**config.mk**
```make
export PLATFORM = sky130hd
export DESIGN_NAME = audio_sample_pacer
export DESIGN_NICKNAME = d
export VERILOG_FILES = /design/src/rtl/audio_sample_pacer.sv
export SDC_FILE = /design/constraint.sdc
export NUM_CORES = 1
export LEC_CHECK = 0
export CORE_UTILIZATION = 57
export DETAILED_ROUTE_END_ITERATION = 10
export GPL_ROUTABILITY_DRIVEN = 0
export GPL_TIMING_DRIVEN = 1
export MAX_ROUTING_LAYER = met4
export PLACE_DENSITY_LB_ADDON = 0.25
export SLEW_MARGIN = 30
export SYNTH_ARGS = -nofsm -noshare
export SYNTH_HDL_FRONTEND = slang
export SYNTH_SLANG_ARGS = --single-unit
```
**constraint.sdc**
```tcl
create_clock -name clk -period 4.6 [get_ports clk]
set_input_delay 0.92 -clock clk [delete_from_list [all_inputs] [get_ports clk]]
set_output_delay 0.92 -clock clk [all_outputs]
set_load 0.01 [all_outputs]
```
**src/rtl/audio_sample_pacer.sv**
```systemverilog
// 48 kHz audio sample clock from a fractional phase accumulator, with a small stereo FIFO
// that presents one sample pair per period. Optional underrun counter: AUDIO_PACER_UNDERRUN_CNT_EN.
module audio_sample_pacer #(
  parameter int unsigned CLK_HZ  = 30000000,
  parameter int unsigned RATE_HZ = 48000,
  parameter int unsigned WIDTH   = 24,
  parameter int unsigned DEPTH   = 4
) (
  input  logic             clk,
  input  logic             rst_n,
  input  logic             enable,
  input  logic             in_valid,
  output logic             in_ready,
  input  logic [WIDTH-1:0] in_left,
  input  logic [WIDTH-1:0] in_right,
  output logic             audio_clk,
  output logic [WIDTH-1:0] out_left,
  output logic [WIDTH-1:0] out_right,
  output logic [15:0]      underrun_count
);

  localparam int unsigned AW      = $clog2(DEPTH);
  localparam logic [31:0] INC     = 32'(2 * RATE_HZ);
  localparam logic [31:0] LIMIT   = 32'(CLK_HZ);
  localparam logic [AW:0] PTR_ONE = (AW + 1)'(1);

  logic [31:0]        acc;
  logic [31:0]        nxt;
  logic               half_tick;
  logic               fall;
  logic [2*WIDTH-1:0] mem [DEPTH];
  logic [2*WIDTH-1:0] head;
  logic [AW:0]        wr_ptr;
  logic [AW:0]        rd_ptr;
  logic               empty;
  logic               full;
  logic               push;
  logic               pop;

  always_comb begin
    nxt       = acc + INC;
    half_tick = (nxt >= LIMIT);
    // Only a toggle from the accumulator counts as a falling edge; disable-forced lows never pop.
    fall      = enable && half_tick && audio_clk;
    empty     = (wr_ptr == rd_ptr);
    full      = (wr_ptr[AW] != rd_ptr[AW]) && (wr_ptr[AW-1:0] == rd_ptr[AW-1:0]);
    in_ready  = rst_n && !full;
    push      = in_valid && in_ready;
    pop       = fall && !empty;
    head      = mem[rd_ptr[AW-1:0]];
  end

  // Storage has no reset so it can map onto distributed/block RAM.
  always_ff @(posedge clk) begin
    if (push) begin
      mem[wr_ptr[AW-1:0]] <= {in_left, in_right};
    end
  end

  always_ff @(posedge clk) begin
    if (!rst_n) begin
      acc       <= '0;
      audio_clk <= 1'b0;
      wr_ptr    <= '0;
      rd_ptr    <= '0;
      out_left  <= '0;
      out_right <= '0;
    end else begin
      if (enable) begin
        acc <= half_tick ? (nxt - LIMIT) : nxt;
        if (half_tick) begin
          audio_clk <= ~audio_clk;
        end
      end else begin
        acc       <= '0;
        audio_clk <= 1'b0;
      end
      if (push) begin
        wr_ptr <= wr_ptr + PTR_ONE;
      end
      if (pop) begin
        rd_ptr    <= rd_ptr + PTR_ONE;
        out_left  <= head[2*WIDTH-1:WIDTH];
        out_right <= head[WIDTH-1:0];
      end
    end
  end

`ifdef AUDIO_PACER_UNDERRUN_CNT_EN
  logic [15:0] underruns;

  always_ff @(posedge clk) begin
    if (!rst_n) begin
      underruns <= '0;
    end else if (fall && empty && (underruns != 16'hFFFF)) begin
      underruns <= underruns + 16'd1;
    end
  end

  assign underrun_count = underruns;
`else
  assign underrun_count = '0;
`endif

endmodule

```
==> results of run 1 <==
where the power goes:
group	leakage (nW)	switching (mW)	internal (mW)
Combinational	1.88	0.922	0.656
Clock	0.413	0.909	1.19
Sequential	2.39	0.161	2.77
cell families after synthesis:
group,Yosys count,share of synthesized area [%]
DFF,272,64.2
and+or+nand+nor,195,8.27
muxes,69,11.3
xor gates and xnor gates,26,2.05
adders and majority gates,7,0.763
buffers and inverters,118,4.79
AOI/OAI and AO/OA,126,8.66
other,1,0.0327
worst max-delay path, stage by stage (launching register included):
cell and delay (ns):
dfxtp_1 0.46, inv_1 0.13, ha_1 0.28, nand2b_1 0.29, a211oi_2 0.21, o21ai_0 0.48
nand3_2 0.17, or4_4 0.59, o21a_1 0.32, a21boi_4 0.54, buf_12 0.26, mux2i_1 0.21
state kept, by name (all words and copies together) (netlist names):
name,cells
rd_ptr,3
out_left,24
acc,25
audio_clk,1
wr_ptr,3
mem,192
out_right,24
synthesized netlist by cell type (3+ instances only):
| cell type | instances | area share (%) |
|---|---|---|
| mux2i_1 | 21 | 1.8 |
| xor2_1 | 10 | 0.76 |
| a21oi_1 | 19 | 0.83 |
| nor2_1 | 16 | 0.52 |
| o211ai_1 | 3 | 0.20 |
| nand2b_1 | 16 | 0.87 |
| and3_1 | 6 | 0.33 |
| a211oi_1 | 5 | 0.33 |
| buf_2 | 7 | 0.31 |
| edfxtp_1 | 192 | 50 |
| nor2b_1 | 5 | 0.27 |
| o21ai_0 | 14 | 0.61 |
| inv_1 | 55 | 1.8 |
| mux4_2 | 48 | 9.4 |
| buf_1 | 6 | 0.20 |
| buf_4 | 18 | 1.2 |
| or3_1 | 4 | 0.22 |
| nor3_1 | 11 | 0.48 |
| o22ai_1 | 29 | 1.6 |
| dfxtp_1 | 80 | 14 |
| and2_1 | 4 | 0.22 |
| nand4_1 | 3 | 0.16 |
| or2_2 | 6 | 0.33 |
| buf_6 | 4 | 0.39 |
| ha_1 | 7 | 0.76 |
| a21boi_0 | 3 | 0.20 |
| xnor2_1 | 15 | 1.1 |
| o31a_1 | 3 | 0.23 |
| nand2_1 | 92 | 3.0 |
| nor4_1 | 3 | 0.16 |
| o22ai_2 | 20 | 2.2 |
| clkbuf_1 | 28 | 0.92 |
| nand3_1 | 15 | 0.65 |
path summary, 6_finish.rpt:
kind | start | end | slack, ns | cells after the start
max | acc[8] | rd_ptr[0] | 0.57 | 11
min | out_right[20] | out_right[20] | 0.48 | 2
min reg2reg | out_right[20] | out_right[20] | 0.48 | 2
max reg2reg | acc[8] | rd_ptr[0] | 0.57 | 11
routing by layer:
| layer | vias up | GRT usage [%] |
|---|---|---|
| met1 | 3512 | 30.5 |
| met4 | 0 | 8.57 |
| met5 | - | - |
| met2 | 223 | 40.5 |
| li1 | 3196 | - |
| met3 | 46 | 3.87 |
cell type report:
type	count	share of cell area [%]
flip-flops and latches	272	54.4
clock inverters	11	0.766
inverters	55	1.52
multi-input cells	439	26.9
well taps	265	2.45
clock buffers	39	5.47
repair buffers	114	8.54
==> summary.txt, run 1 <==
Floorplanning
  • Die Span Y: 144 microns
  • Starting density of the core: 58.6%
  • I/O pin total: 118
  • Chip Width: 144 microns
  • DIE AREA: 20700 sq um
  • Core Area: 19600 sq um
  • Row count: 51

Clocking
  • H-tree depth: 1
  • CTS tree: yes
  • Clock Pin Slew Worst Setup and Hold Paths: 0.06 ns
  • Clk_lat worst skew: 0.54 ns
  • PostCTS Resize Cnt: 0
  • Clock buffer depth: 3
  • Post-CTS setup buffer count: 0
  • Sink Count: 272
  • Root Driver: clkbuf_16
  • Hold_buf cts: 0
  • TritonCTS Buffers: 27

Placed design
  • # port buffers: 101
  • Post-Place Cell Area: 12700 sq um
  • Detailed Place HPWL: 14.7 mm
  • Cells after DPL: 1145
  • Setup WS pre-CTS: 0.692 ns

Finish
  • Most frequent cells in the layout: edfxtp_1 (192), clkdlybuf4s50_1 (100), nand2_1 (92), dfxtp_1 (78), inv_1 (55)
  • Commonest non-fill, non-tap cell in the layout: edfxtp_1
  • Post-Route Utilization: 69.2%
  • Layout area overhead: 18.1%
  • Register area: 7370 sq um
  • Area of the multi-input gates: 3640 sq um
  • N_diodes: 0
  • Final std cells w/o fill: 1195
  • Total Nets Final: 968
  • Fin area: 13600 sq um
  • Fillcell total: 1365
  • Share of layout cells above drive strength 1: 15.6%

STA
  • Final worst setup slack: 0.573 ns
  • Tcrit/Tclk final: 87.5%
  • Final hold violation count: 0
  • Setup TNS: 0 ns
  • Clk_skew: 0.0147 ns
  • RSZ-0062 raised after global routing: no
  • Fin. max-slew vios: 0
  • Min Tclk post-route: 4.03 ns
  • Max Freq: 248 MHz
  • Worst rel slew slack: 49.8%
  • Worst Tran Pin Value: 0.753 ns
  • WHS: 0.477 ns
  • Setup violators final: 0

Routing
  • Detailed Route WL: 23.8 mm
  • Drt drc: 0
  • Router iterations before antenna repair: 5
  • Iter 0 DRT Violations: 473
  • Met2 WL post-DR: 12.0 mm
  • Post-route ant nets: 0
  • DR WL/cell: 19.9 microns
  • Via count: 6977
  • Met3 routed WL: 1.29 mm
  • Top Metal Used: met4
  • Vias/cell: 5.84
  • Routed length on met1: 9.92 mm

Logic synthesis
  • Yosys cell types: 67
  • Number of synthesized flops with an enable pin: 192
  • Sequential area share after synthesis: 64.2%
  • Top FF cell, synth: edfxtp_1
  • Yosys reg bits: 272
  • Syn avg cell area: 14.1 sq um
  • Syn. warnings: 0
  • Cells after synthesis: 814
  • Syn Std Cell Area: 11500 sq um
  • Synth async-reset ratio: 0%

Global route
  • Gr usage total: 24.4%
  • Vias in the first global route: 7138
  • First-pass GRT wire length: 37.3 mm
  • Initial antenna violation count: 0
  • Pin count of the biggest net entering global routing: 61
  • Total grt overflow: 0

Outcome
  • Outcome: completed

Critical path
  • Data arrival, critical path: 4.48 ns
  • WP data required: 5.06 ns
  • CP max FO: 20
  • CP endpoint kind: flop
  • Setup CP Type: reg2reg
  • CP Launch Type: flop

Power
  • Overall power: 6.60 mW
  • Peak VDD IR: 0.000323 V
  • Static Leak: 4.68 nW
  • Pwr/cell area: 487 nW/um^2

Run
  • Max-cap violation count: 0

Worst hold path
  • Hold crit path type: reg2reg
Power figures use the tool's default switching activity.
==> inputs of run 2 (changes only) <==
Settings changed: CAP_MARGIN set to 15, REMOVE_ABC_BUFFERS set to 1.
Clock period 4.6 ns to 3.8 ns, I/O delays scaled along.
==> run 2 against run 1 <==
Sequential share of layout area fell by 0.46 points. Sequential cell count unchanged. Design area grew 0.85%. Global-route usage grew 0.25 points. Critical endpoint is now out_left[20].
==> summary.txt, run 2 (synthesis gave the netlist of run 1 again) <==
Critical path
  • CP max FO: 48 (+140%)
  • Slowest CP cell: or4_4
  • Worst Reg2Reg Path Length in Cells: 11 (unchanged)
  • CP Launch Type: flop
  • Largest stage delay, worst path: 0.57 ns (-0.02 ns)
  • Data arrival, critical path: 4.01 ns (-0.47 ns)
  • Setup CP Type: reg2reg
  • CP endpoint kind: flop
  • Cell Chain, Critical Path: inv_1 > ha_1 > nand2b_1 > a211oi_4 > or3_1 > nand3_2 > or4_4 > o21ai_2 > o211ai_4 > buf_12 > o22ai_1
  • R2r setup slk: 0.22 ns (-0.35 ns)
  • WP data required: 4.23 ns (-0.83 ns)

Floorplanning
  • I/O pin total: 118 (unchanged)
  • Chip Width: 144 microns (unchanged)
  • Starting density of the core: 58.6% (unchanged)
  • Die Span Y: 144 microns (unchanged)
  • DIE AREA: 20700 sq um (unchanged)
  • Core Area: 19600 sq um (unchanged)
  • Row count: 51 (unchanged)

Routing
  • Vias/cell: 5.86 (+0.28%)
  • Post-route ant nets: 0 (unchanged)
  • DR WL/cell: 20.0 microns (+0.39%)
  • Drt drc: 0 (unchanged)
  • Iter 0 DRT Violations: 475 (+0.42%)
  • Via count: 7026 (+0.70%)
  • Detailed Route WL: 24.0 mm (+0.81%)
  • Router iterations before antenna repair: 7 (+2)

Placed design
  • Setup WS pre-CTS: 0.155 ns (-0.537 ns)
  • Cells after DPL: 1149 (+0.35%)
  • Detailed Place HPWL: 14.3 mm (-2.9%)
  • # port buffers: 101 (unchanged)

STA
  • Worst Tran Pin Value: 0.888 ns (+0.135 ns)
  • Tcrit/Tclk final: 94.2% (+6.7 points)
  • Fin. max-slew vios: 0 (unchanged)
  • Final worst setup slack: 0.220 ns (-0.353 ns)
  • RSZ-0062 raised after global routing: no
  • Setup violators final: 0 (unchanged)
  • Max Freq: 279 MHz (+12%)
  • Final hold violation count: 0 (unchanged)
  • Worst rel slew slack: 40.2% (-9.5 points)
  • WHS: 0.470 ns (-0.00750 ns)
  • Clk_skew: 0.0178 ns (+0.00302 ns)
  • Min Tclk post-route: 3.58 ns (-0.447 ns)

Worst hold path
  • Hold crit path type: reg2reg
  • Hold Path Depth: 2 (unchanged)

Clocking
  • TritonCTS Buffers: 27 (unchanged)
  • Clk_lat worst skew: 0.53 ns (about the same)
  • Root Driver: clkbuf_16
  • Clock Pin Slew Worst Setup and Hold Paths: 0.06 ns (about the same)
  • H-tree depth: 1 (unchanged)
  • PostCTS Resize Cnt: 0 (unchanged)
  • Post-CTS setup buffer count: 0 (unchanged)
  • Hold_buf cts: 0 (unchanged)
  • CTS tree: yes
  • Sink Count: 272 (unchanged)
  • Clock buffer depth: 3 (unchanged)

Finish
  • Final std cells w/o fill: 1200 (+0.42%)
  • Number of flip-flops under the largest register name: 192 (unchanged)
  • Most frequent cells in the layout: edfxtp_1 (192), clkdlybuf4s50_1 (100), nand2_1 (92), dfxtp_1 (78), inv_1 (55)
  • Layout area overhead: 19.1%
  • Total Nets Final: 972 (+0.41%)
  • Share of layout cells above drive strength 1: 16.9% (+1.3 points)
  • Fillcell total: 1325 (-2.9%)
  • Commonest non-fill, non-tap cell in the layout: edfxtp_1

Global route
  • Pin count of the biggest net entering global routing: 61 (unchanged)
  • Initial antenna violation count: 1 (+1)
  • Total grt overflow: 0 (unchanged)
  • First-pass GRT wire length: 37.6 mm (+0.87%)
  • Gr usage total: 24.6% (+0.25 points)
  • Vias in the first global route: 7517 (+5.3%)

Power
  • Static Leak: 4.74 nW (+1.1%)
  • Pwr/cell area: 594 nW/um^2 (+22%)
  • Peak VDD IR: 0.000394 V (+22%)

Run
  • Max-cap violation count: 0 (unchanged)

Outcome
  • Outcome: completed
-- run 2: changes by cell type in the layout (fill, tap and decap cells not counted), moves of 2 or more --
cell,change
clkinvlp_4,+2
inv_6,+2
clkbuf_8,+3
clkbuf_1,-8
buf_4,+3
-- run 2: where the power goes --
part / internal (mW) / switching, mW
clock: 1.52 / 1.12
combinational: 0.834 / 1.11
sequential: 3.35 / 0.201
total: 5.70 / 2.42
-- run 2: final timing paths --
check	to	startpoint
setup reg to reg	out_left[20]	acc[8]
setup / recovery	out_left[20]	acc[8]
hold reg to reg	out_right[20]	out_right[20]
hold / removal	out_right[20]	out_right[20]
-- run 2: final cells by class --
type / instances / area, sq um / area share, %
flip-flops and latches: 272 / 7370 / 53.9
multi-input cells: 439 / 3660 / 26.8
repair buffers: 118 / 1200 / 8.78
clock buffers: 35 / 777 / 5.69
well taps: 265 / 332 / 2.43
inverters: 55 / 206 / 1.51
clock inverters: 15 / 120 / 0.879
diodes: 1 / 2.50 / 0.0183
-- run 2: metrics by stage --
stage	TNS, ns	instance area [sq um]	total power [mW]	util, %
2_1_floorplan	-187.32	11200	4.92	-
3_3_place_gp	0	12700	5.40	65.1
3_5_place_dp	0	12700	5.47	65.1
4_1_cts	0	13600	8.09	69.7
5_1_grt	0	13700	8.45	69.8
6_report	0	13700	8.12	69.8
-- run 2: routing by layer --
metal | track usage (%) | up-vias | share of wire [%] | wire length [microns]
met2 | 41.9 | 249 | 51 | 12300
met1 | 30.0 | 3519 | 41 | 9860
li1 | - | 3206 | - | -
met3 | 3.57 | 52 | 5.2 | 1250
met4 | 9.01 | 0 | 2.3 | 546
met5 | - | - | 0 | 0
-- run 2: critical path: cells and delay by family, from the launching register on --
family	cells	cell delay, ns
AOI/OAI and AO/OA	4	1.27
adders and majority gates	1	0.25
DFF	1	0.37
buffers and inverters	2	0.38
and+or+nand+nor	4	1.19
==> inputs of run 3 (changes only) <==
Settings changed: SLEW_MARGIN 30 to 40.
==> results of run 3 <==
The final DEF is identical to that of run 2; final timing and power are the same.
